<file path="src/rtl/c_pkg.sv">
// Shared types and sizing helpers for the multi-cycle unary-code sequencer.
package c_pkg;

    typedef enum logic [1:0] {IDLE, RUN, DONE} state_t;

    function automatic int f_beats(input int w, input int c);
        return w / c;
    endfunction

    // Counter width that stays >= 1 even when only one value is needed.
    function automatic int f_cnt_w(input int n);
        return (n > 1) ? $clog2(n) : 1;
    endfunction

    function automatic int f_val_w(input int w);
        return $clog2(w);
    endfunction

endpackage

</file>
<file path="src/rtl/c_cell.sv">
// One bit of the unary checker: tracks the run-to-tail edge and kills admit on a second edge.
module c_cell #(
    parameter int P_IS_FIRST      = 0,
    parameter int P_IS_COMPLIMENT = 0
) (
    input  logic i_x,
    input  logic i_x_prev,
    input  logic i_admit,
    input  logic i_edge_seen,
    output logic o_admit,
    output logic o_edge_seen
);

    localparam logic RUN_V = 1'(P_IS_COMPLIMENT == 0);

    logic is_edge;

    assign is_edge = (i_x_prev == RUN_V) && (i_x != RUN_V);

    generate
        if (P_IS_FIRST != 0) begin : g_first
            assign o_admit     = (i_x == RUN_V);
            assign o_edge_seen = 1'b0;
        end else begin : g_mid
            // Any return to the run value forces either a second edge or a bad MSB,
            // so rejecting the second edge is enough.
            assign o_admit     = i_admit & ~(is_edge & i_edge_seen);
            assign o_edge_seen = i_edge_seen | is_edge;
        end
    endgenerate

endmodule

</file>
<file path="src/rtl/c_unary_lanes.sv">
// Combinational P_C-lane chain of c_cell; reports the lane where the first edge appears.
module c_unary_lanes
    import c_pkg::*;
#(
    parameter int P_C             = 8,
    parameter int P_IS_COMPLIMENT = 0,
    localparam int LW             = f_cnt_w(P_C)
) (
    input  logic [P_C-1:0] i_chunk,
    input  logic           i_x_prev,
    input  logic           i_admit,
    input  logic           i_edge_seen,
    output logic           o_x_prev,
    output logic           o_admit,
    output logic           o_edge_seen,
    output logic           o_hit,
    output logic [LW-1:0]  o_hit_lane
);

    logic [P_C:0] admit_c;
    logic [P_C:0] edge_c;
    logic [P_C:0] prev_c;

    assign admit_c[0] = i_admit;
    assign edge_c[0]  = i_edge_seen;
    assign prev_c[0]  = i_x_prev;

    genvar j;
    generate
        for (j = 0; j < P_C; j++) begin : g_lane
            assign prev_c[j+1] = i_chunk[j];
            c_cell #(
                .P_IS_FIRST     (0),
                .P_IS_COMPLIMENT(P_IS_COMPLIMENT)
            ) u_cell (
                .i_x        (i_chunk[j]),
                .i_x_prev   (prev_c[j]),
                .i_admit    (admit_c[j]),
                .i_edge_seen(edge_c[j]),
                .o_admit    (admit_c[j+1]),
                .o_edge_seen(edge_c[j+1])
            );
        end
    endgenerate

    assign o_x_prev    = prev_c[P_C];
    assign o_admit     = admit_c[P_C];
    assign o_edge_seen = edge_c[P_C];
    assign o_hit       = edge_c[P_C] & ~edge_c[0];

    // edge_seen is monotonic along the chain, so at most one lane rises.
    always_comb begin
        o_hit_lane = '0;
        for (int k = 0; k < P_C; k++) begin
            if (edge_c[k+1] && !edge_c[k]) o_hit_lane = LW'(k);
        end
    end

endmodule

</file>
<file path="src/rtl/c_unary_seq.sv">
// Multi-cycle unary (thermometer) code checker/decoder, P_C bits per beat with valid/ready on both sides.
module c_unary_seq
    import c_pkg::*;
#(
    parameter int P_W             = 32,
    parameter int P_C             = 8,
    parameter int P_IS_COMPLIMENT = 0
) (
    input  logic                   clk,
    input  logic                   rst,
    input  logic                   i_in_vld,
    input  logic [P_W-1:0]         i_in_x,
    output logic                   o_in_rdy,
    output logic                   o_out_vld,
    input  logic                   i_out_rdy,
    output logic                   o_out_is_unary,
    output logic [$clog2(P_W)-1:0] o_out_value,
    output logic                   o_busy
);

    localparam int   N      = f_beats(P_W, P_C);
    localparam int   CW     = f_cnt_w(N);
    localparam int   VW     = f_val_w(P_W);
    localparam int   LW     = f_cnt_w(P_C);
    localparam logic COMP_V = 1'(P_IS_COMPLIMENT != 0);

    generate
        if (P_C < 1 || P_W < 2 || (P_W % P_C) != 0) begin : g_bad_params
            $error("c_unary_seq: P_W must be >= 2 and a multiple of P_C >= 1");
        end
    endgenerate

    state_t          state, state_nxt;
    logic [P_W-1:0]  vec;
    logic [CW-1:0]   beat;
    logic            c_prev, c_admit, c_edge;
    logic            found;
    logic [VW-1:0]   edge_val;
    logic            res_unary;
    logic [VW-1:0]   res_value;

    logic [P_C-1:0]  chunk;
    logic            n_prev, n_admit, n_edge, hit;
    logic [LW-1:0]   hit_lane;
    logic [VW-1:0]   hit_val;
    logic            last_beat, accept, verdict;

    assign chunk     = vec[int'(beat)*P_C +: P_C];
    assign last_beat = (beat == CW'(N - 1));
    assign accept    = i_in_vld & o_in_rdy;
    assign hit_val   = VW'(int'(beat) * P_C + int'(hit_lane));
    assign verdict   = n_edge & n_admit & (chunk[P_C-1] == COMP_V);

    c_unary_lanes #(
        .P_C            (P_C),
        .P_IS_COMPLIMENT(P_IS_COMPLIMENT)
    ) u_lanes (
        .i_chunk    (chunk),
        .i_x_prev   (c_prev),
        .i_admit    (c_admit),
        .i_edge_seen(c_edge),
        .o_x_prev   (n_prev),
        .o_admit    (n_admit),
        .o_edge_seen(n_edge),
        .o_hit      (hit),
        .o_hit_lane (hit_lane)
    );

    always_ff @(posedge clk) begin
        if (rst) state <= IDLE;
        else     state <= state_nxt;
    end

    always_comb begin
        state_nxt = state;
        case (state)
            IDLE: if (i_in_vld) state_nxt = RUN;
            RUN:  if (last_beat) state_nxt = DONE;
            DONE: if (i_out_rdy) state_nxt = i_in_vld ? RUN : IDLE;
            default: state_nxt = IDLE;
        endcase
    end

    always_comb begin
        o_in_rdy  = 1'b0;
        o_out_vld = 1'b0;
        o_busy    = (state != IDLE);
        case (state)
            IDLE: o_in_rdy = 1'b1;
            DONE: begin
                o_out_vld = 1'b1;
                o_in_rdy  = i_out_rdy;
            end
            default: ;
        endcase
    end

    // Seeding from x[0] means bit 0 can never register as an edge.
    always_ff @(posedge clk) begin
        if (rst) begin
            vec       <= '0;
            beat      <= '0;
            c_prev    <= 1'b0;
            c_admit   <= 1'b0;
            c_edge    <= 1'b0;
            found     <= 1'b0;
            edge_val  <= '0;
            res_unary <= 1'b0;
            res_value <= '0;
        end else if (accept) begin
            vec      <= i_in_x;
            beat     <= '0;
            c_prev   <= i_in_x[0];
            c_admit  <= (i_in_x[0] == ~COMP_V);
            c_edge   <= 1'b0;
            found    <= 1'b0;
            edge_val <= '0;
        end else if (state == RUN) begin
            beat    <= beat + 1'b1;
            c_prev  <= n_prev;
            c_admit <= n_admit;
            c_edge  <= n_edge;
            if (hit && !found) begin
                found    <= 1'b1;
                edge_val <= hit_val;
            end
            if (last_beat) begin
                res_unary <= verdict;
                res_value <= verdict ? (found ? edge_val : hit_val) : '0;
            end
        end
    end

    assign o_out_is_unary = res_unary;
    assign o_out_value    = res_value;

endmodule
</file>
<file path="config.mk">
export PLATFORM = sky130hd
export DESIGN_NAME = c_unary_seq
export DESIGN_NICKNAME = d
export VERILOG_FILES = /design/src/rtl/c_pkg.sv /design/src/rtl/c_cell.sv /design/src/rtl/c_unary_lanes.sv /design/src/rtl/c_unary_seq.sv
export SDC_FILE = /design/constraint.sdc
export NUM_CORES = 1
export LEC_CHECK = 0
export ABC_AREA = 1
export ABC_CLOCK_PERIOD_IN_PS = 3700
export CAP_MARGIN = 25
export CORE_UTILIZATION = 25
export CTS_CLUSTER_SIZE = 28
export DETAILED_ROUTE_END_ITERATION = 8
export GPL_ROUTABILITY_DRIVEN = 1
export PLACE_DENSITY = 0.46
export SETUP_SLACK_MARGIN = 0.2
export SLEW_MARGIN = 20
export SYNTH_ARGS = -nofsm -noshare
export SYNTH_HDL_FRONTEND = slang
export SYNTH_HIERARCHICAL = 1
export SYNTH_SLANG_ARGS = --single-unit
</file>
<file path="constraint.sdc">
create_clock -name clk -period 3.7 [get_ports clk]
set_clock_uncertainty 0.2 [all_clocks]
set_input_delay 0.74 -clock clk [delete_from_list [all_inputs] [get_ports clk]]
set_output_delay 0.74 -clock clk [all_outputs]
set_load 0.01 [all_outputs]
</file>
### Word-level counts from Yosys, hierarchy flattened

Cells that the tools add are included.

* register bits: 51
* bits of input ports: 36
* output and inout port bits: 9
* logic and storage cells: 116

* $add $sub $neg: 2
* equality and inequality tests: 6
* shift operators: 1
* mux-type cells: 20
* bitwise logic cells: 46
* reductions and logical operators: 31

Operator list (number)
* $shiftx A32 B6 Y8: 1
* $and A1 B1 Y1: 20
* $not A1 Y1: 18
* $logic_and A1 B1 Y1: 16
* $mux W3: 4
* $mux W2: 5
* $mux W5: 2
* $logic_not A1 Y1: 8
* $or A1 B1 Y1: 8
* $mux W1: 7
* $ne A2 B2 Y1 const B: 3
* $pmux W2 S3: 1
* $reduce_and A3 Y1: 2
* $add A5 B3 Y5: 1
* $eq A2 B2 Y1 const B: 2
* $reduce_bool A2 Y1: 2
* $add A2 B1 Y2 const B: 1
* $eq A2 B1 Y1 const B: 1
* $logic_not A2 Y1: 1
* $pmux W1 S2: 1
* $reduce_and A2 Y1: 1
* $reduce_or A2 Y1: 1

### Longest topological paths before layout

Gate-level depths: netlist (run 1).

* depth after elaboration: 16
* depth in mapped cells: 27
* gate-level depth less buffers: 25

### By module

The synthesis (run 1) kept the hierarchy.

Modules (own cells, without submodules)
* c_unary_seq: times used 1, cells each 294, area an instance 2128.3 um2, sequential area each 1021.0 um2
* c_cell: times used 8, cells each 5, area an instance 23.8 um2, sequential area each 0.0 um2
* c_unary_lanes: times used 1, cells each 25, area an instance 105.1 um2, sequential area each 0.0 um2

### Worst setup path after synthesis (run 1)

No wires, ideal clock.

* path type: register to register
* from: register beat[0]
* to: register res_value[0], in the netlist o_out_value[0]
* library setup time: 0.120 ns
* data arrival time: 2.981 ns
* data required time: 3.380 ns
* setup slack: 0.398 ns
* cell stages (with the launch flop): 23
* path buffers: 2
* clock period less this slack: 3.302 ns
* cell sequence: dfxtp_1 -> buf_2 -> inv_2 -> buf_2 -> nor2_1 -> o22ai_1 -> inv_1 -> a21o_1 -> a21o_1 -> a21o_1 -> a21o_1 -> a21o_1 -> a21o_1 -> a21o_1 -> a21o_1 -> nand2_1 -> nand3_1 -> nor2_1 -> nor2_1 -> nand2_1 -> nand2_1 -> nand3_1 -> a21oi_1

* cells in the longest elaborated chain, start to end: 16
* elaborated cells on any way between the ends: 77
* classes of those cells: add/sub (1); eq/ne (1); shift (1); mux (9); bitwise (42); reduce/logical (23)

Ends and longest elaborated chain
* from (decl): RTL line c_unary_seq.sv:35 `logic [CW-1:0] beat;`
* from (signal assigned): RTL line c_unary_seq.sv:119 `beat <= beat + 1'b1;`
* $shiftx A32 B6 Y8: RTL line c_unary_seq.sv:48 `assign chunk = vec[int'(beat)*P_C +: P_C];`
* net chunk[0]: RTL line c_unary_seq.sv:42 `logic [P_C-1:0] chunk;`
* $not A1 Y1: RTL line c_cell.sv:18 `assign is_edge = (i_x_prev == RUN_V) && (i_x != RUN_V);`
* $logic_and A1 B1 Y1: RTL line c_cell.sv:18
* $or A1 B1 Y1: RTL line c_cell.sv:28 `assign o_edge_seen = i_edge_seen | is_edge;`
* net u_lanes.edge_c[1]: RTL line c_unary_lanes.sv:21 `logic [P_C:0] edge_c;`
* $or A1 B1 Y1: RTL line c_cell.sv:28
* net u_lanes.edge_c[2]: RTL line c_unary_lanes.sv:21
* [1 not listed]
* net u_lanes.edge_c[3]: RTL line c_unary_lanes.sv:21
* [1 not listed]
* net u_lanes.edge_c[4]: RTL line c_unary_lanes.sv:21
* [1 not listed]
* net u_lanes.edge_c[5]: RTL line c_unary_lanes.sv:21
* [1 not listed]
* net u_lanes.edge_c[6]: RTL line c_unary_lanes.sv:21
* [1 not listed]
* net u_lanes.edge_c[7]: RTL line c_unary_lanes.sv:21
* $or A1 B1 Y1: RTL line c_cell.sv:28
* net n_edge: RTL line c_unary_seq.sv:43 `logic n_prev, n_admit, n_edge, hit;`
* $logic_and A1 B1 Y1: RTL line c_unary_lanes.sv:55 `if (edge_c[k+1] && !edge_c[k]) o_hit_lane = LW'(k);`
* $mux W3: RTL line c_unary_lanes.sv:55
* net hit_lane[0]: RTL line c_unary_seq.sv:44 `logic [LW-1:0] hit_lane;`
* $add A5 B3 Y5: RTL line c_unary_seq.sv:51 `assign hit_val = VW'(int'(beat) * P_C + int'(hit_lane));`
* $mux W5 (2 in series): RTL line c_unary_seq.sv:129 `res_value <= verdict ? (found ? edge_val : hit_val) : '0;`
* to (signal assigned): RTL line c_unary_seq.sv:129
* to (decl): RTL line c_unary_seq.sv:40 `logic [VW-1:0] res_value;`

The timed path passes the listed nets, and every way through them passes these cells.
A chain may end at the register's enable or synchronous reset.

### Final worst setup path (run 1)

* from: register beat[0]
* to: register res_value[0], in the netlist o_out_value[0]

* elaborated cells on any way between the ends: 77
* classes of those cells: add/sub (1); eq/ne (1); shift (1); mux (9); bitwise (42); reduce/logical (23)

RTL lines (RTL line)
* $shiftx A32 B6 Y8: c_unary_seq.sv:48
* net chunk[1]: c_unary_seq.sv:42
* $not A1 Y1: c_cell.sv:18
* $logic_and A1 B1 Y1: c_cell.sv:18
* $or A1 B1 Y1: c_cell.sv:28
* net u_lanes.edge_c[2]: c_unary_lanes.sv:21
* $or A1 B1 Y1: c_cell.sv:28
* net u_lanes.edge_c[3]: c_unary_lanes.sv:21
* [1 not listed]
* net u_lanes.edge_c[4]: c_unary_lanes.sv:21
* [1 not listed]
* net u_lanes.edge_c[5]: c_unary_lanes.sv:21
* [1 not listed]
* net u_lanes.edge_c[6]: c_unary_lanes.sv:21
* [1 not listed]
* net u_lanes.edge_c[7]: c_unary_lanes.sv:21
* $or A1 B1 Y1: c_cell.sv:28
* net n_edge: c_unary_seq.sv:43
* $logic_and A1 B1 Y1: c_unary_lanes.sv:55
* $mux W3: c_unary_lanes.sv:55
* net hit_lane[0]: c_unary_seq.sv:44
* $add A5 B3 Y5: c_unary_seq.sv:51
* $mux W5 (2 in series): c_unary_seq.sv:129

The timed path passes the listed nets, and every way through them passes these cells.

==> results by group, run 1 <==
Yosys
  – Netlist area before placement: roughly 2400 µm²
  – Post-synth EDFFs: 0
  – Synth Flop Type: sky130_fd_sc_hd__dfxtp_1
  – Most frequent cell after synthesis: sky130_fd_sc_hd__nor2_1
  – Yosys warnings: 6
  – Share of the synthesized area in the top cell type: 42.1%
  – Area contributors post-synth: sky130_fd_sc_hd__dfxtp_1 42%, sky130_fd_sc_hd__nor2_1 13%, sky130_fd_sc_hd__nand2_1 9.1%
  – Avg Cell Area, Syn: between 6 and 7 µm²
  – Fraction of the yosys area taken by sequential cells: a little over two fifths
  – Top cells by instance count after synthesis: 86 x sky130_fd_sc_hd__nor2_1, 59 x sky130_fd_sc_hd__nand2_1, 51 x sky130_fd_sc_hd__dfxtp_1, 30 x sky130_fd_sc_hd__o21ai_1, 28 x sky130_fd_sc_hd__inv_1
  – Synthesis-stage register bit count: between 50 and 60
  – Number of library cell types mapped by synthesis: 22
  – Cells after synthesis: around 360
  – Async S/R FF share, synth: 0%
  – Post-synthesis net count: roughly 400
  – Cell type with the largest total area after synthesis: sky130_fd_sc_hd__dfxtp_1

Worst setup path
  – Biggest cell delay along the critical path: roughly 0.42 ns
  – Required time of the critical path: 3.69 ns
  – Maximum fanout along the worst path: 12
  – Critical Path End Type: register
  – Cell type of the slowest stage on the worst timing path: sky130_fd_sc_hd__dfxtp_4
  – Critical path origin: beat[0]
  – Cell mode on critical path: sky130_fd_sc_hd__a21o_1
  – Startpoint Class: register
  – Arrival time worst endpoint: 3.24 ns
  – Class of the most critical setup path: reg2reg
  – Worst reg2reg path startpoint: beat[0]
  – List of cells traversed by the critical path: buf_6 > o21ai_0 > o22ai_2 > inv_1 > a21o_1 > a21o_1 > a21o_1 > a21o_1 > a21o_1 > a21o_1 > a21o_1 > nand2_1 > nand3_1 > nor2_1 > nor2_1 > nand2_1 > nand2_1 > nand3_1 > a21oi_1

GRT
  – Overall routing resource usage: a little over an eighth
  – Vias in the first global route: 2205
  – First-pass GRT wire length: around 11000 µm
  – Total gr overflow: 0
  – Pin count of the biggest net entering global routing: 34
  – Number of antenna violations at the first check in global routing: 0

Routing
  – Via-to-Cell Ratio: roughly 4.3
  – Number of iterations in the first detailed-routing pass: 4
  – Starting DRC count in detailed routing: 110
  – Post-DRT Antenna Nets: 0
  – Vias post-DR: between 2000 and 2500
  – Sum of routed wire length over all layers: 6400 µm
  – WL per Instance: ~12 µm
  – DRC violation count after routing: 0

Finish
  – Util after Layout: 34.1%
  – Number of filler cells placed in the layout: a little over 1000
  – Share of cells above drive strength 1: around a tenth
  – Number of nets in the finished design: between 400 and 500
  – Diode count: 0
  – Synth-to-Final Area Change: 31.2%

Timing
  – Final Hold Vio Count: 0
  – Actual transition at the worst max-transition pin: 0.634 ns
  – Tcrit/Tclk final: a little under 90%
  – Setup repair after global routing missed its margin: no
  – Slew margin rel.: a little under three fifths
  – Worst path setup slack after routing: 0.453 ns
  – Maximum clock rate: between 300 and 400 MHz
  – Final total negative setup slack: 0 ns
  – Max-slew violations: 0
  – Number of setup violations in the final report: 0
  – Min cycle time layout: about 3.2 ns

Placed design
  – Final weighted congestion of routability-driven global placement: around 0.89
  – PortBufs: 44
  – Detailed placement HPWL: ~4700 µm
  – DP Worst Slack: roughly 0.25 ns

Floorplan
  – Die Wd: 100 µm
  – Core Footprint: about 9300 µm²
  – Cell Rows: 35
  – Number of top-level pins: between 40 and 50
  – Vertical die dimension: ~100 µm
  – Die Outline Area: roughly 10000 µm²
  – Initial Util: 26.0%

CTS
  – Number of clock buffers inserted by TritonCTS: 5
  – Total number of H-tree levels: 2
  – Buffer depth of the longest clock path: 2
  – Clock edge transition at the registers on the reported setup and hold paths: around 0.11 ns
  – Post-cts hold buffer count: 0
  – CTS tree: yes
  – Clock Sink Count: 51
  – Cell at the root of the clock tree: sky130_fd_sc_hd__clkbuf_8
  – Clock latency at the later pin of the worst-skew pair: around 0.32 ns

Hold path
  – Startpoint of the worst hold path: vec[0]
  – Type of the worst min-delay path: reg2reg

Job
  – Count of max-cap constraint violations: 0

Power and ir drop
  – Leakage power total: about 1.4 nW
  – Peak ir drop on the vdd network: around 0.14 mV
  – Power per Cell Area: 404 nW/µm²
  – Final total power: between 1 and 1.5 mW

Run status
  – Result of the run: completed
==> critical path: cells and delay by family, from the launching register on <==
kind | cells | cell delay, ns
flops | 1 | 0.42
buf+inv | 2 | 0.23
simple gates | 7 | 0.52
compound gates | 10 | 1.76
==> through the flow <==
step / instances / hold slack, ns / cell area, µm²
after global routing: 540 / 0.297 / 3180
final: 540 / 0.261 / 3180
after detailed placement: 525 / 0.240 / 3010
after global placement: 525 / 0.250 / 3010
after CTS: 533 / 0.260 / 3100
after floorplan: 359 / 0.220 / 2420
==> worst paths after layout <==
kind	to	slack (ns)	cells after the start
setup / recovery	o_out_value[0]	0.45	19
hold / removal	vec[0]	0.26	2
setup reg to reg	o_out_value[0]	0.45	19
hold reg to reg	vec[0]	0.26	2
==> state kept, by name, summed over array words and instances, names as in the netlist <==
register        cells
state               2
vec                32
o_out_value         5
edge_val            5
found               1
beat                2
o_out_is_unary      1
c_prev              1
c_edge              1
c_admit             1
==> cells by family (layout without fill, tap and decap cells) <==
family	after synthesis	in the layout	synth area share, %
fa+ha+maj	1	1	0.516
simple gates	175	175	29.8
flops	51	51	42.1
compound gates	83	83	18.9
buf+inv	49	101	8.57
==> where the power goes <==
group	switching [mW]	internal, mW
Clock	0.204	0.137
Sequential	0.0278	0.586
Combinational	0.187	0.144
==> area by class of cell <==
class	count	area (µm²)	area share, %
multi-input combinational	259	1210	38.0
sequential	51	1030	32.3
timing repair buffer	59	561	17.6
tap	129	161	5.07
inverter	34	130	4.09
clock buffer	5	68.8	2.16
clock inverter	3	23.8	0.747
==> layer usage <==
metal	wire length, µm	vias to the layer above	GRT usage (%)	part of all wire, %
met4	146	0	5.02	2.3
met3	286	11	2.43	4.5
li1	-	1257	-	-
met2	2600	52	20.2	41
met1	3360	1018	19.0	53
met5	0	-	0	0
==> timing repair <==
action | 4_1_cts | 5_1_grt
resized for setup | 0 | 10
buffers inserted | 0 | 7
setup endpoints to repair | 0 | 12
==> cell usage in the layout, fill, tap and decap left out, drive strengths merged, types with 7 or more instances in the layout <==
master | synthesis | final
a21o | 8 | 8
a21oi | 18 | 18
buf | 11 | 15
clkdlybuf4s50 | 0 | 44
dfxtp | 51 | 51
inv | 34 | 35
nand2 | 61 | 61
nand3 | 23 | 23
nor2 | 89 | 89
o21ai | 50 | 50
o22ai | 7 | 7
Power figures use the tool's default switching activity.
==> run 2, diff against run 1 <==
- CORE_MARGIN: default -> 5
- MAX_ROUTING_LAYER: default -> met4
==> run 2 against run 1 <==
Compared with the run above: flip-flop and latch count stayed put; via count fell by 0.60%; total power fell by 1.5%; critical path type unchanged; largest cell class unchanged.
==> results by group, run 2 (synthesized netlist as in run 1, its figures left out) <==
Power and ir drop
  – Leakage power total: between 1 and 1.5 nW
  – Internal power: approximately 0.86 mW
  – Switch share: approximately a third
  – Final total power: between 1 and 1.5 mW
  – Combinational cell fraction of total power: 25.9%
  – Flop pwr share: slightly below 50%
  – Peak ir drop on the vdd network: ~0.17 mV
  – Net switching power: approximately 0.41 mW
  – Power per Cell Area: roughly 400 nW/µm²
  – Clock share of power: 25.7%

Routing
  – Vias post-DR: approximately 2300
  – Post-DRT Antenna Nets: 0
  – Via-to-Cell Ratio: approximately 4.3
  – Starting DRC count in detailed routing: 89
  – DRC violation count after routing: 0
  – WL per Instance: around 12 µm
  – Number of iterations in the first detailed-routing pass: 4
  – Sum of routed wire length over all layers: 6610 µm

Worst setup path
  – Critical Path End Type: register
  – Setup slack of the worst register-to-register path: slightly below 0.5 ns
  – Worst reg2reg path startpoint: beat[1]
  – Required time of the critical path: 3.68 ns
  – Maximum fanout along the worst path: 12
  – Arrival time worst endpoint: 3.18 ns
  – Critical path origin: beat[1]
  – Class of the most critical setup path: reg2reg
  – Startpoint Class: register

Finish
  – Storage element area: ~1000 µm²
  – Leading cell types in the layout, fill and taps excluded: 86 x sky130_fd_sc_hd__nor2_1, 59 x sky130_fd_sc_hd__nand2_1, 49 x sky130_fd_sc_hd__dfxtp_1
  – Most common cell after layout, fill and taps aside: sky130_fd_sc_hd__nor2_1
  – Synth-to-Final Area Change: 29.5%
  – Share of cells above drive strength 1: 9.11%
  – Multi-input gate area in the final layout: around 1200 µm²
  – Number of filler cells placed in the layout: between 1000 and 1500
  – Flip-flop count of the largest register, all copies and words added: 32
  – Diode count: 0
  – Number of nets in the finished design: roughly 440
  – Reg with most FFs: vec

CTS
  – Cell at the root of the clock tree: sky130_fd_sc_hd__clkbuf_8
  – CTS tree: yes
  – Buffer depth of the longest clock path: 2
  – Clock Sink Count: 51
  – Total number of H-tree levels: 2
  – Clock latency at the later pin of the worst-skew pair: 0.30 ns
  – Clock edge transition at the registers on the reported setup and hold paths: approximately 0.090 ns
  – Post-cts hold buffer count: 0
  – Number of clock buffers inserted by TritonCTS: 5

Timing
  – Final total negative setup slack: 0 ns
  – Maximum clock rate: between 300 and 400 MHz
  – Setup repair after global routing missed its margin: no
  – Min cycle time layout: 3.21 ns
  – Final Hold Vio Count: 0
  – Actual transition at the worst max-transition pin: about 0.61 ns
  – Number of setup violations in the final report: 0
  – Tcrit/Tclk final: between 80% and 90%
  – Max-slew violations: 0
  – Slew margin rel.: 59.3%

GRT
  – Pin count of the biggest net entering global routing: 34
  – Vias in the first global route: about 2200
  – Overall routing resource usage: 12.1%
  – Total gr overflow: 0
  – Number of antenna violations at the first check in global routing: 0
  – First-pass GRT wire length: roughly 11000 µm

Placed design
  – Final weighted congestion of routability-driven global placement: between 0.8 and 0.9
  – Detailed placement HPWL: between 4000 and 5000 µm
  – PortBufs: 44

Run status
  – Result of the run: completed

Job
  – Count of max-cap constraint violations: 0

Floorplan
  – Cell Rows: 36
  – Die Outline Area: about 12000 µm²
  – Core Footprint: around 9600 µm²
  – Number of top-level pins: 45
  – Die Wd: between 100 and 150 µm
  – Vertical die dimension: 108 µm
  – Initial Util: between 20% and 30%

Hold path
  – Type of the worst min-delay path: reg2reg
  – Startpoint of the worst hold path: o_out_is_unary
[run 2: what timing repair did]
item                                    CTS  global route
setup buffers                             0             4
hold endpoints to repair                  0             0
pin swaps                                 0             1
gates resized for setup                   1             7
endpoints found under the setup margin    1            12
[run 2: path summary, 6_finish.rpt]
path	to	depth (start not counted)
worst min register to register	o_out_is_unary	2
worst min-delay path	o_out_is_unary	2
worst max-delay path	o_out_value[0]	19
worst max register to register	o_out_value[0]	19
[run 2: cell type report]
cell class	count	share of cell area (%)
clock buffer	5	2.19
clock inverter	3	0.598
inverter	34	4.23
multi-input combinational	259	38.5
sequential	51	32.8
tap	133	5.30
timing repair buffer	54	16.4
[run 2: worst max-delay path: stages, from the launching register on]
cell and delay (ns):
sky130_fd_sc_hd__dfxtp_4 0.42, sky130_fd_sc_hd__o21ai_0 0.12, sky130_fd_sc_hd__o22ai_2 0.19, sky130_fd_sc_hd__inv_1 0.08, sky130_fd_sc_hd__a21o_1 0.18, sky130_fd_sc_hd__a21o_1 0.19, sky130_fd_sc_hd__a21o_1 0.19, sky130_fd_sc_hd__a21o_1 0.18
sky130_fd_sc_hd__a21o_1 0.20, sky130_fd_sc_hd__a21o_1 0.19, sky130_fd_sc_hd__a21o_1 0.19, sky130_fd_sc_hd__a21o_1 0.20, sky130_fd_sc_hd__nand2_1 0.09, sky130_fd_sc_hd__nand3_1 0.07, sky130_fd_sc_hd__nor2_1 0.09, sky130_fd_sc_hd__nor2_1 0.06
sky130_fd_sc_hd__nand2_1 0.06, sky130_fd_sc_hd__nand2_1 0.05, sky130_fd_sc_hd__nand3_1 0.07, sky130_fd_sc_hd__a21oi_1 0.06
[run 2: stage by stage]
stage	instance area, µm²	worst slack [ns]	std cells	utilization [%]	hold slack (ns)
floorplan	2420	0.398	359	-	0.220
global placement	3000	0.332	527	31.2	0.251
detailed placement	3000	0.210	527	31.2	0.254
CTS	3080	0.249	535	32.1	0.269
global route	3140	0.219	539	32.7	0.290
finish	3140	0.493	539	32.7	0.266
[run 2: power groups by stage]
stage | clock network (mW) | registers (mW) | logic [mW]
after global placement | 0 | 0.628 | 0.308
after detailed placement | 0 | 0.627 | 0.309
after CTS | 0.339 | 0.615 | 0.312
after global routing | 0.360 | 0.619 | 0.374
final | 0.325 | 0.614 | 0.327
after floorplan | 0 | 0.615 | 0.222
[run 2: metal layers]
| layer | global-route usage (%) | part of all wire [%] | up-vias |
|---|---|---|---|
| li1 | - | - | 1251 |
| met1 | 17.0 | 52 | 1024 |
| met2 | 17.8 | 43 | 44 |
| met3 | 2.39 | 4.5 | 5 |
| met4 | 2.98 | 0.98 | 0 |
| met5 | - | 0 | - |
